===== config.mk =====
export PLATFORM = sky130hd
export DESIGN_NAME = mem_1r1w_fifo_ctrl
export DESIGN_NICKNAME = d
export VERILOG_FILES = /design/src/rtl/mem_1r1w_fifo_ctrl_pkg.sv /design/src/rtl/mem_1r1w_fifo_ctrl_prefetch.sv /design/src/rtl/mem_1r1w_fifo_ctrl.sv
export SDC_FILE = /design/constraint.sdc
export NUM_CORES = 1
export LEC_CHECK = 0
export ABC_AREA = 1
export BUFFER_PORTS_ARGS = -buffer_cell sky130_fd_sc_hd__buf_2
export CAP_MARGIN = 10
export CELL_PAD_IN_SITES_DETAIL_PLACEMENT = 1
export CELL_PAD_IN_SITES_GLOBAL_PLACEMENT = 2
export CORE_ASPECT_RATIO = 1.1
export CORE_MARGIN = 1
export CORE_UTILIZATION = 31
export CTS_BUF_LIST = sky130_fd_sc_hd__clkbuf_8 sky130_fd_sc_hd__clkbuf_16
export DETAILED_ROUTE_END_ITERATION = 10
export PLACE_DENSITY_LB_ADDON = 0.1
export SLEW_MARGIN = 0
export SYNTH_ARGS = -nofsm -noshare
export SYNTH_HDL_FRONTEND = slang
export SYNTH_SLANG_ARGS = --single-unit

===== constraint.sdc =====
create_clock -name clock -period 6.6 [get_ports clock]
set_clock_uncertainty 0.15 [all_clocks]
set_input_delay 0.33 -clock clock [delete_from_list [all_inputs] [get_ports clock]]
set_output_delay 0.33 -clock clock [all_outputs]
set_load 0.01 [all_outputs]

===== src/rtl/mem_1r1w_fifo_ctrl_pkg.sv =====
// ---------------------------------------------------------------------------
// mem_1r1w_fifo_ctrl_pkg
// Purpose : shared sizing constants, typedefs and the pointer-wrap helper for
//           the FIFO controller in front of the 48x64 mem_1r1w macro wrapper.
//           Values must stay identical to the mem_1r1w configuration.
// Contents: DEPTH, WIDTH, ADDR_W, CNT_W, ptr_t, cnt_t, data_t, inc_wrap().
// ---------------------------------------------------------------------------
package mem_1r1w_fifo_ctrl_pkg;

  localparam int DEPTH  = 48;  // memory entries, not a power of two
  localparam int WIDTH  = 64;  // data width
  localparam int ADDR_W = 6;   // 2**ADDR_W >= DEPTH
  localparam int CNT_W  = 6;   // holds DEPTH + 2 (mem + in-flight + prefetch)

  typedef logic [ADDR_W-1:0] ptr_t;
  typedef logic [CNT_W-1:0]  cnt_t;
  typedef logic [WIDTH-1:0]  data_t;

  // Pointers cannot rely on natural binary rollover because DEPTH is not a
  // power of two, so the last legal index wraps explicitly to zero.
  function automatic ptr_t inc_wrap(input ptr_t ptr, input int depth);
    if (int'(ptr) == depth - 1) begin
      return '0;
    end
    return ptr + 1'b1;
  endfunction

endpackage


===== src/rtl/mem_1r1w_fifo_ctrl_prefetch.sv =====
// ---------------------------------------------------------------------------
// fifo_prefetch_buf
// Purpose : 2-entry register queue that catches read data returning from the
//           memory so the FIFO head is always driven from a flop.
// Ports   : i_clk        clock
//           i_rst_n      asynchronous active-low reset
//           i_flush      synchronous clear of entries and count
//           i_push       write i_push_data at the tail this edge
//           i_push_data  data returning from the memory
//           i_pop        remove the head this edge (only while o_cnt != 0)
//           o_head       head entry (registered)
//           o_cnt        number of valid entries, 0..2
// ---------------------------------------------------------------------------
module fifo_prefetch_buf
  import mem_1r1w_fifo_ctrl_pkg::*;
(
  input  logic       i_clk,
  input  logic       i_rst_n,
  input  logic       i_flush,
  input  logic       i_push,
  input  data_t      i_push_data,
  input  logic       i_pop,
  output data_t      o_head,
  output logic [1:0] o_cnt
);

  data_t      r_entry [2];  // [0] is always the head
  logic [1:0] r_cnt;

  always_ff @(posedge i_clk or negedge i_rst_n) begin
    if (!i_rst_n) begin
      r_entry[0] <= '0;
      r_entry[1] <= '0;
      r_cnt      <= '0;
    end else if (i_flush) begin
      r_entry[0] <= '0;
      r_entry[1] <= '0;
      r_cnt      <= '0;
    end else begin
      case ({i_push, i_pop})
        2'b10: begin
          if (r_cnt == 2'd0) r_entry[0] <= i_push_data;
          else               r_entry[1] <= i_push_data;
          r_cnt <= r_cnt + 2'd1;
        end
        2'b01: begin
          r_entry[0] <= r_entry[1];
          r_cnt      <= r_cnt - 2'd1;
        end
        2'b11: begin
          // Count is unchanged; the new word lands behind whatever remains.
          if (r_cnt == 2'd2) begin
            r_entry[0] <= r_entry[1];
            r_entry[1] <= i_push_data;
          end else begin
            r_entry[0] <= i_push_data;
          end
        end
        default: ;
      endcase
    end
  end

  // The read-issue throttle upstream guarantees this never fires.
  always @(posedge i_clk) begin
    if (i_rst_n && !i_flush) begin
      assert (!(i_push && !i_pop && (r_cnt == 2'd2)))
        else $error("fifo_prefetch_buf overflow");
    end
  end

  assign o_head = r_entry[0];
  assign o_cnt  = r_cnt;

endmodule


===== src/rtl/mem_1r1w_fifo_ctrl.sv =====
// ---------------------------------------------------------------------------
// mem_1r1w_fifo_ctrl
// Purpose : synchronous FIFO controller driving the 48x64 1R1W memory macro
//           wrapper mem_1r1w. Owns write/read pointers and occupancy, issues
//           one-cycle-latency reads and holds up to two returned words in a
//           prefetch buffer so deq_data is registered.
// Ports   : clock, reset_n (async, active-low), flush (sync clear)
//           enq_valid/enq_ready/enq_data      producer side
//           deq_valid/deq_ready/deq_data      consumer side
//           count                             mem + in-flight + prefetch
//           W0_addr/W0_en/W0_data             memory write port
//           R0_addr/R0_en/R0_data             memory read port (data +1 cycle)
// ---------------------------------------------------------------------------
module mem_1r1w_fifo_ctrl
  import mem_1r1w_fifo_ctrl_pkg::*;
(
  input  logic  clock,
  input  logic  reset_n,
  input  logic  flush,
  input  logic  enq_valid,
  output logic  enq_ready,
  input  data_t enq_data,
  output logic  deq_valid,
  input  logic  deq_ready,
  output data_t deq_data,
  output cnt_t  count,
  output ptr_t  W0_addr,
  output logic  W0_en,
  output data_t W0_data,
  output ptr_t  R0_addr,
  output logic  R0_en,
  input  data_t R0_data
);

  ptr_t r_wptr;
  ptr_t r_rptr;
  cnt_t r_mem_cnt;
  logic r_inflight;
  cnt_t r_count;

  logic       w_enq_fire;
  logic       w_deq_fire;
  logic       w_rd;
  logic       w_pf_push;
  logic [1:0] w_pf_cnt;
  logic [1:0] w_pf_cnt_next;
  logic [2:0] w_rd_occ;
  cnt_t       w_mem_cnt_next;
  data_t      w_pf_head;

  // Full is judged on memory occupancy only; a same-cycle dequeue does not
  // open a slot because there is no pass-through path.
  assign enq_ready  = (r_mem_cnt != cnt_t'(DEPTH));
  assign w_enq_fire = enq_valid & enq_ready;

  assign deq_valid  = (w_pf_cnt != 2'd0);
  assign w_deq_fire = deq_valid & deq_ready;
  assign deq_data   = w_pf_head;

  // Issue a read only if the word will have a prefetch slot when it returns:
  // pf_cnt + inflight - deq_fire < 2, rearranged to avoid underflow.
  assign w_rd_occ = {1'b0, w_pf_cnt} + {2'b00, r_inflight};
  assign w_rd     = (r_mem_cnt != '0) && (w_rd_occ < (3'd2 + {2'b00, w_deq_fire}));

  assign W0_en   = w_enq_fire;
  assign W0_addr = r_wptr;
  assign W0_data = enq_data;
  assign R0_en   = w_rd;
  assign R0_addr = r_rptr;

  assign w_pf_push      = r_inflight;
  assign w_mem_cnt_next = r_mem_cnt + cnt_t'(w_enq_fire) - cnt_t'(w_rd);
  assign w_pf_cnt_next  = w_pf_cnt + {1'b0, w_pf_push} - {1'b0, w_deq_fire};

  always_ff @(posedge clock or negedge reset_n) begin
    if (!reset_n) begin
      r_wptr     <= '0;
      r_rptr     <= '0;
      r_mem_cnt  <= '0;
      r_inflight <= 1'b0;
      r_count    <= '0;
    end else if (flush) begin
      // Clearing inflight here is what discards the read data returning in
      // the cycle after the flush.
      r_wptr     <= '0;
      r_rptr     <= '0;
      r_mem_cnt  <= '0;
      r_inflight <= 1'b0;
      r_count    <= '0;
    end else begin
      if (w_enq_fire) r_wptr <= inc_wrap(r_wptr, DEPTH);
      if (w_rd)       r_rptr <= inc_wrap(r_rptr, DEPTH);
      r_mem_cnt  <= w_mem_cnt_next;
      r_inflight <= w_rd;
      r_count    <= w_mem_cnt_next + cnt_t'(w_rd) + cnt_t'(w_pf_cnt_next);
    end
  end

  assign count = r_count;

  fifo_prefetch_buf u_pf (
    .i_clk       (clock),
    .i_rst_n     (reset_n),
    .i_flush     (flush),
    .i_push      (w_pf_push),
    .i_push_data (R0_data),
    .i_pop       (w_deq_fire),
    .o_head      (w_pf_head),
    .o_cnt       (w_pf_cnt)
  );

endmodule

==> results.yml, run 1 <==
finish:
  syn_to_final_growth_pct: 7.34
  final_area_um2: 9000
  nFillCells: 3208
  nNetsFinal: 1134
  num_antenna_cells: 0
  drive_gt1_share_pct: 20.5
place:
  portBuffers: 154
  dpl.hpwl_um: 13600
  dpl-instance-area_um2: 8420
  gp_congestion: 0.745
worst_setup_path:
  cp.buffers_inverters: 2
  crit_slowest_cell: "dfrtp_1"
  r2r_start: "r_inflight"
  crit_type: "reg -> reg"
  ff2ff_path_depth: 17
  path_depth: 17
  path_max_fanout: 7
  cp_common_cell: "ha_1"
  crit_arrival_ns: 3.83
  cp-start-kind: "register"
  startpoint: "r_inflight"
  cp_top_family: "adder cells"
  critPathCaptureType: "register"
  required_ns: 6.76
  critPathMaxStageDelay_ns: 0.48
  crit_chain: "ha_1 -> ha_1 -> o21ai_2 -> nand2_1 -> inv_1 -> ha_1 -> inv_1 -> ha_1 -> fa_1 -> ha_1 -> a21oi_1 -> nor2_1 -> nand3_1 -> nor2_1 -> nand2_1 -> nand2_1 -> nor2_1"
drt:
  drc: 0
  vias_per_cell: 4.62
  dr.pass1.iters: 4
  drt-total-wl_um: 22000
  ant_nets: 0
  drt-wirelength-per-cell_um: 16.4
  drt_iter0_drc: 202
  via_count: 6227
grt:
  grt_pass1_vias: 6714
  grt-busiest-layer: "met2"
  met2_usage_pct: 27.2
  globalRouteOverflowTotal: 0
  grt_pass1_wl_um: 36700
  grt_max_degree: 107
  antenna_found_initial: 2
  use_met1_pct: 22.2
  track_usage_pct: 16.6
  globalRouteMet3Util_pct: 3.32
sta:
  setup_viol: 0
  tns_ns: 0
  period_share_pct: 55.5
  rsz0062_at_grt: "no"
  hold_violations: 0
  min_period_ns: 3.66
  max_freq_mhz: 273
  slew_headroom_pct: 31.0
  worst_slew_pin_slew_ns: 1.03
  drv_slew: 0
clock_tree:
  cts_setup_buffers: 0
  clock-sinks: 155
  cts_resized: 0
  worstSkewPairLatency_ns: 0.43
  cts.clk_slew.worst_paths_ns: 0.08
  htreeDepth: 4
  cts_tree: "built"
  cts_buffers: 17
  root_buffer: "clkbuf_16"
  cts_buffer_depth: 2
synth:
  yosysSeqAreaShare_pct: 46.3
  synth-seq-cells: 155
  synthCells: 978
  synth_top_area_share_pct: 46.3
  syn_area_per_cell_um2: 8.57
  synth.distinct_cells: 27
  synth_area_leaders: "dfrtp_1 46%, buf_4 12%, o21ai_0 7.8%"
  synth_area_um2: 8380
  synth_area_leader_cell: "dfrtp_1"
  yosysWarnings: 0
  synth_nets: 1130
floorplan:
  top_level_ports: 283
  placementRows: 62
  start_util_pct: 31.8
  dieHeight_um: 174
  dieArea_um2: 27700
  fp.dieW_um: 159
  core_area_um2: 26400
power:
  p_per_area_nw_per_um2: 432
  vdd_drop_max_uv: 203
  p_leak_uw: 0.00463
hold_path:
  hp-class: "in -> reg"
  worst_hold_startpoint: "R0_data[52]"
  hold_depth: 3
run:
  drv_cap: 0
run_status:
  outcome: "completed"
path summary, 6_finish.rpt:
| path | endpoint | slack, ns |
|---|---|---|
| setup / recovery | count[5] | 2.94 |
| hold / removal | u_pf.r_entry[52] | 0.03 |
| setup reg to reg | count[5] | 2.94 |
| hold reg to reg | u_pf.r_entry[6] | 0.36 |
| max in group asynchronous | u_pf.r_entry[45] | 4.53 |
| min in group asynchronous | u_pf.o_head[16] | 0.48 |
final cells by class:
type	instances	area, um2	area share (%)
Clock buffer	18	439	4.88
Clock inverter	14	126	1.40
Inverter	170	639	7.10
Multi-Input combinational cell	477	2640	29.4
Sequential cell	155	3880	43.1
Tap cell	352	440	4.89
Timing Repair Buffer	161	832	9.25
routing by layer:
metal	vias up	wire length, um
met5	-	31
met4	4	293
met3	43	802
met2	134	10300
met1	2995	10600
li1	3051	-
flip-flops by register name (all words and copies together) (netlist names):
register      flops
r_inflight        1
u_pf.o_head      64
u_pf.r_entry     64
W0_addr           6
count             6
u_pf.o_cnt        2
R0_addr           6
r_mem_cnt         6
through the flow:
stage,hold WS [ns],util [%],total power (uW),worst slack (ns),cells
2_1_floorplan,-0.116,-,2660,3.22,978
3_3_place_gp,0.345,31.9,2960,2.98,1314
3_5_place_dp,0.353,31.9,2980,2.91,1314
4_1_cts,0.00797,34.1,3980,2.90,1347
5_1_grt,0.0288,34.1,4240,2.65,1347
6_report,0.0275,34.1,3880,2.94,1347
placed cells by master, fill, tap and decap left out, types with 2 or more instances in the layout:
master	instances
o211ai_1	64
o21a_1	2
o21ai_0	131
dfrtp_1	155
inv_2	3
inv_6	6
nand3_1	95
xor2_1	3
nand2_1	107
clkinv_2	2
buf_4	6
nor2_1	20
inv_8	4
buf_2	153
fa_1	3
a21oi_1	10
ha_1	16
clkinvlp_4	2
o21ai_1	11
inv_1	166
nand2_4	2
nand4_1	4
clkbuf_16	17
cell families (layout without fill, tap and decap cells):
logic type / count (synthesis) / after routing / synth area share [%]
and+or+nand+nor: 232 / 232 / 12.3
xor gates and xnor gates: 4 / 4 / 0.418
adders and majority gates: 19 / 19 / 3.10
DFF: 155 / 155 / 46.3
AOI/OAI and AO/OA: 222 / 222 / 15.5
buffers and inverters: 346 / 363 / 22.5
report_power, final:
group          internal, uW  total, uW  switching (uW)  leakage [uW]
Combinational           530       1560            1030       0.00225
Sequential             1210       1360             148       0.00210
Clock                   510        969             460      0.000276
Total                  2250       3880            1640       0.00463
tightest hold or removal path: cells and delay by family:
family,cells,cell delay (ns)
compound gates,1,0.08
buf+inv,2,0.15
timing repair:
item / in CTS / in global routing
hold buffers: 1 / 0
setup endpoints to repair: 0 / 0
endpoints found under the hold margin: 100 / 0
synth_stat cells:
master    count
o21ai_0     131
o211ai_1     64
ha_1         16
nor2_4        1
and2_1        1
buf_2         8
o21ai_1      11
clkbuf_1     21
nor2_1       20
buf_4       130
o21ai_2       2
dfrtp_1     155
inv_1       167
nand2_4       2
fa_1          3
buf_1         5
o21a_1        2
buf_6        12
inv_2         3
nand3_1      97
a21oi_1      10
nand2_1     107
xnor2_1       1
nand4_1       4
xor2_1        3
o22ai_1       1
a21oi_4       1
Power figures use the tool's default switching activity.
==> inputs of run 2 (changes only) <==
- ABC_AREA: 1 -> 0
- CORE_UTILIZATION: 31 -> 28
- clock period: 6.6 -> 3.17 ns (I/O delays scaled with it)
==> results.yml, run 2 <==
grt:
  track_usage_pct: 15.0
  grt_max_degree: 77
  grt_pass1_wl_um: 37200
  grt_pass1_vias: 6863
  antenna_found_initial: 0
  globalRouteOverflowTotal: 0
drt:
  met3_length_um: 1140
  ant_nets: 0
  dr.pass1.iters: 4
  top_layer_used: "met4"
  drc: 0
  drt-wirelength-per-cell_um: 16.7
  wl_met1_um: 10300
  drt-total-wl_um: 23100
  drt_iter0_drc: 251
  via_count: 6292
  wl_met2_um: 11300
  vias_per_cell: 4.55
power:
  pwr-share-seq_pct: 30.2
  p_per_area_nw_per_um2: 899
  vdd_drop_max_uv: 549
  p_leak_uw: 0.00493
  p_int_uw: 5510
  clkPwrFrac_pct: 21.7
  p_sw_uw: 3740
  p_sw_share_pct: 40.4
  power_frac_comb_pct: 48.1
sta:
  slew_headroom_pct: 47.7
  min_period_ns: 3.25
  rsz0062_at_grt: "yes"
  period_share_pct: 103
  worst_slack_ns: -0.0822
  hold_violations: 0
  worst_slew_pin_slew_ns: 0.785
  max_freq_mhz: 307
  drv_slew: 0
  setup_viol: 1
clock_tree:
  clock-sinks: 155
  cts_buffer_depth: 2
  htreeDepth: 4
  cts.clk_slew.worst_paths_ns: 0.07
  root_buffer: "clkbuf_16"
  worstSkewPairLatency_ns: 0.42
  cts_tree: "built"
  cts_buffers: 17
worst_setup_path:
  cp_common_cell: "ha_4"
  required_ns: 3.36
  path_max_fanout: 2
  cp_top_family: "adder cells"
  critPathMaxStageDelay_ns: 0.53
  crit_arrival_ns: 3.45
  critPathCaptureType: "register"
  cp.buffers_inverters: 3
  crit_slowest_cell: "fa_1"
  crit_type: "reg -> reg"
  crit_chain: "ha_4 -> ha_4 -> o21ai_4 -> nand2_4 -> inv_4 -> ha_4 -> inv_2 -> ha_4 -> fa_1 -> inv_2 -> fa_2 -> or4_4 -> a21oi_2"
  cp-start-kind: "register"
synth:
  synth_top_area_share_pct: 44.9
  synth_area_um2: 8640
  netlist_top_cells_count: "155 x dfrtp_1, 139 x nand2_1, 134 x buf_4"
  synth-seq-cells: 155
  synth_nets: 1020
  synth.distinct_cells: 53
  synth_area_leader_cell: "dfrtp_1"
  yosysSeqAreaShare_pct: 44.9
  synth_edf_count: 0
  synth_most_common_cell: "dfrtp_1"
  yosysWarnings: 0
  synth-async-reset-ratio_pct: 100
  synthCells: 868
  syn_area_per_cell_um2: 9.96
  synth_area_leaders: "dfrtp_1 45%, buf_4 12%, mux2i_1 7.5%"
  synth_flop_cell: "dfrtp_1"
finish:
  num_antenna_cells: 0
  drive_gt1_share_pct: 30.4
  layout_commonest_cell: "dfrtp_1"
  nNetsFinal: 1107
  final_cells: 1382
  final_cell_mix: "153 x dfrtp_1, 152 x buf_2, 139 x nand2_1"
  syn_to_final_growth_pct: 19.1
floorplan:
  fp.dieW_um: 170
  dieArea_um2: 31600
  dieHeight_um: 186
  placementRows: 67
  start_util_pct: 28.4
  core_area_um2: 30400
  top_level_ports: 283
place:
  post-place-ws_ns: -0.0821
  dpl.hpwl_um: 15000
  portBuffers: 154
  gp_congestion: 0.765
  place_inst: 1283
run_status:
  outcome: "complete, but fails checks"
  violations: "setup timing"
run:
  drv_cap: 0
hold_path:
  hp-class: "in -> reg"
-- run 2: per-stage QoR --
stage               setup TNS, ns  area [um2]  utilization (%)  total power (uW)  hold slack [ns]
floorplan                  -0.108        8710                -              6160           -0.287
global placement          -0.0498        8990             29.6              6910            0.123
detailed placement         -0.107        9010             29.6              7040            0.118
CTS                        -0.106       10200             33.6              9230           0.0353
global route               -0.234       10300             33.8              9980           0.0648
finish                    -0.0822       10300             33.8              9250           0.0384
-- run 2: power groups by stage --
stage	sequential (uW)	combinational (uW)	clock, uW
detailed placement	2850	4190	0
global placement	2820	4090	0
finish	2800	4450	2010
CTS	2820	4320	2090
floorplan	2780	3380	0
global route	2860	4960	2160
-- run 2: kinds of logic after synthesis --
logic type | count (synthesis) | share of synthesized area (%)
xor+xnor | 12 | 1.22
flops | 155 | 44.9
compound gates | 161 | 14.9
mux | 65 | 7.53
buf+inv | 200 | 16.0
simple gates | 256 | 12.4
fa+ha+maj | 19 | 3.01
-- run 2: final timing paths --
path / startpoint / to / slack [ns] / cells past startpoint
setup / recovery: u_pf.o_cnt[0] / count[4] / -0.08 / 13
hold / removal: enq_valid / W0_addr[1] / 0.04 / 5
setup reg to reg: u_pf.o_cnt[0] / count[4] / -0.08 / 13
hold reg to reg: u_pf.r_entry[25] / u_pf.r_entry[25] / 0.37 / 2
max in group asynchronous: reset_n / u_pf.r_entry[5] / 1.74 / 3
min in group asynchronous: reset_n / u_pf.o_head[19] / 0.20 / 2
-- run 2: final cells by class --
type,count,area [um2]
clock buffer,17,425
sequential,155,3880
fill,3472,20100
multi-input combinational,513,3510
timing repair buffer,248,1740
inverter,20,77.6
tap,414,518
clock inverter,15,136
-- run 2: tightest hold or removal path: stages --
cell and delay (ns):
buf_2 0.10, nand2_1 0.08, inv_2 0.09, nand2_1 0.08, a21oi_1 0.05
-- run 2: per-layer routing --
metal | vias to the layer above | GRT usage (%)
met4 | 0 | 4.07
met5 | - | 0
li1 | 2969 | -
met1 | 3120 | 18.7
met3 | 46 | 3.45
met2 | 157 | 26.1
-- run 2: what timing repair did --
action	CTS	global route
pin swaps	4	6
gates resized for setup	3	8
endpoints found under the hold margin	199	0
setup buffers	0	2
hold buffers	65	0
endpoints found under the setup margin	2	4
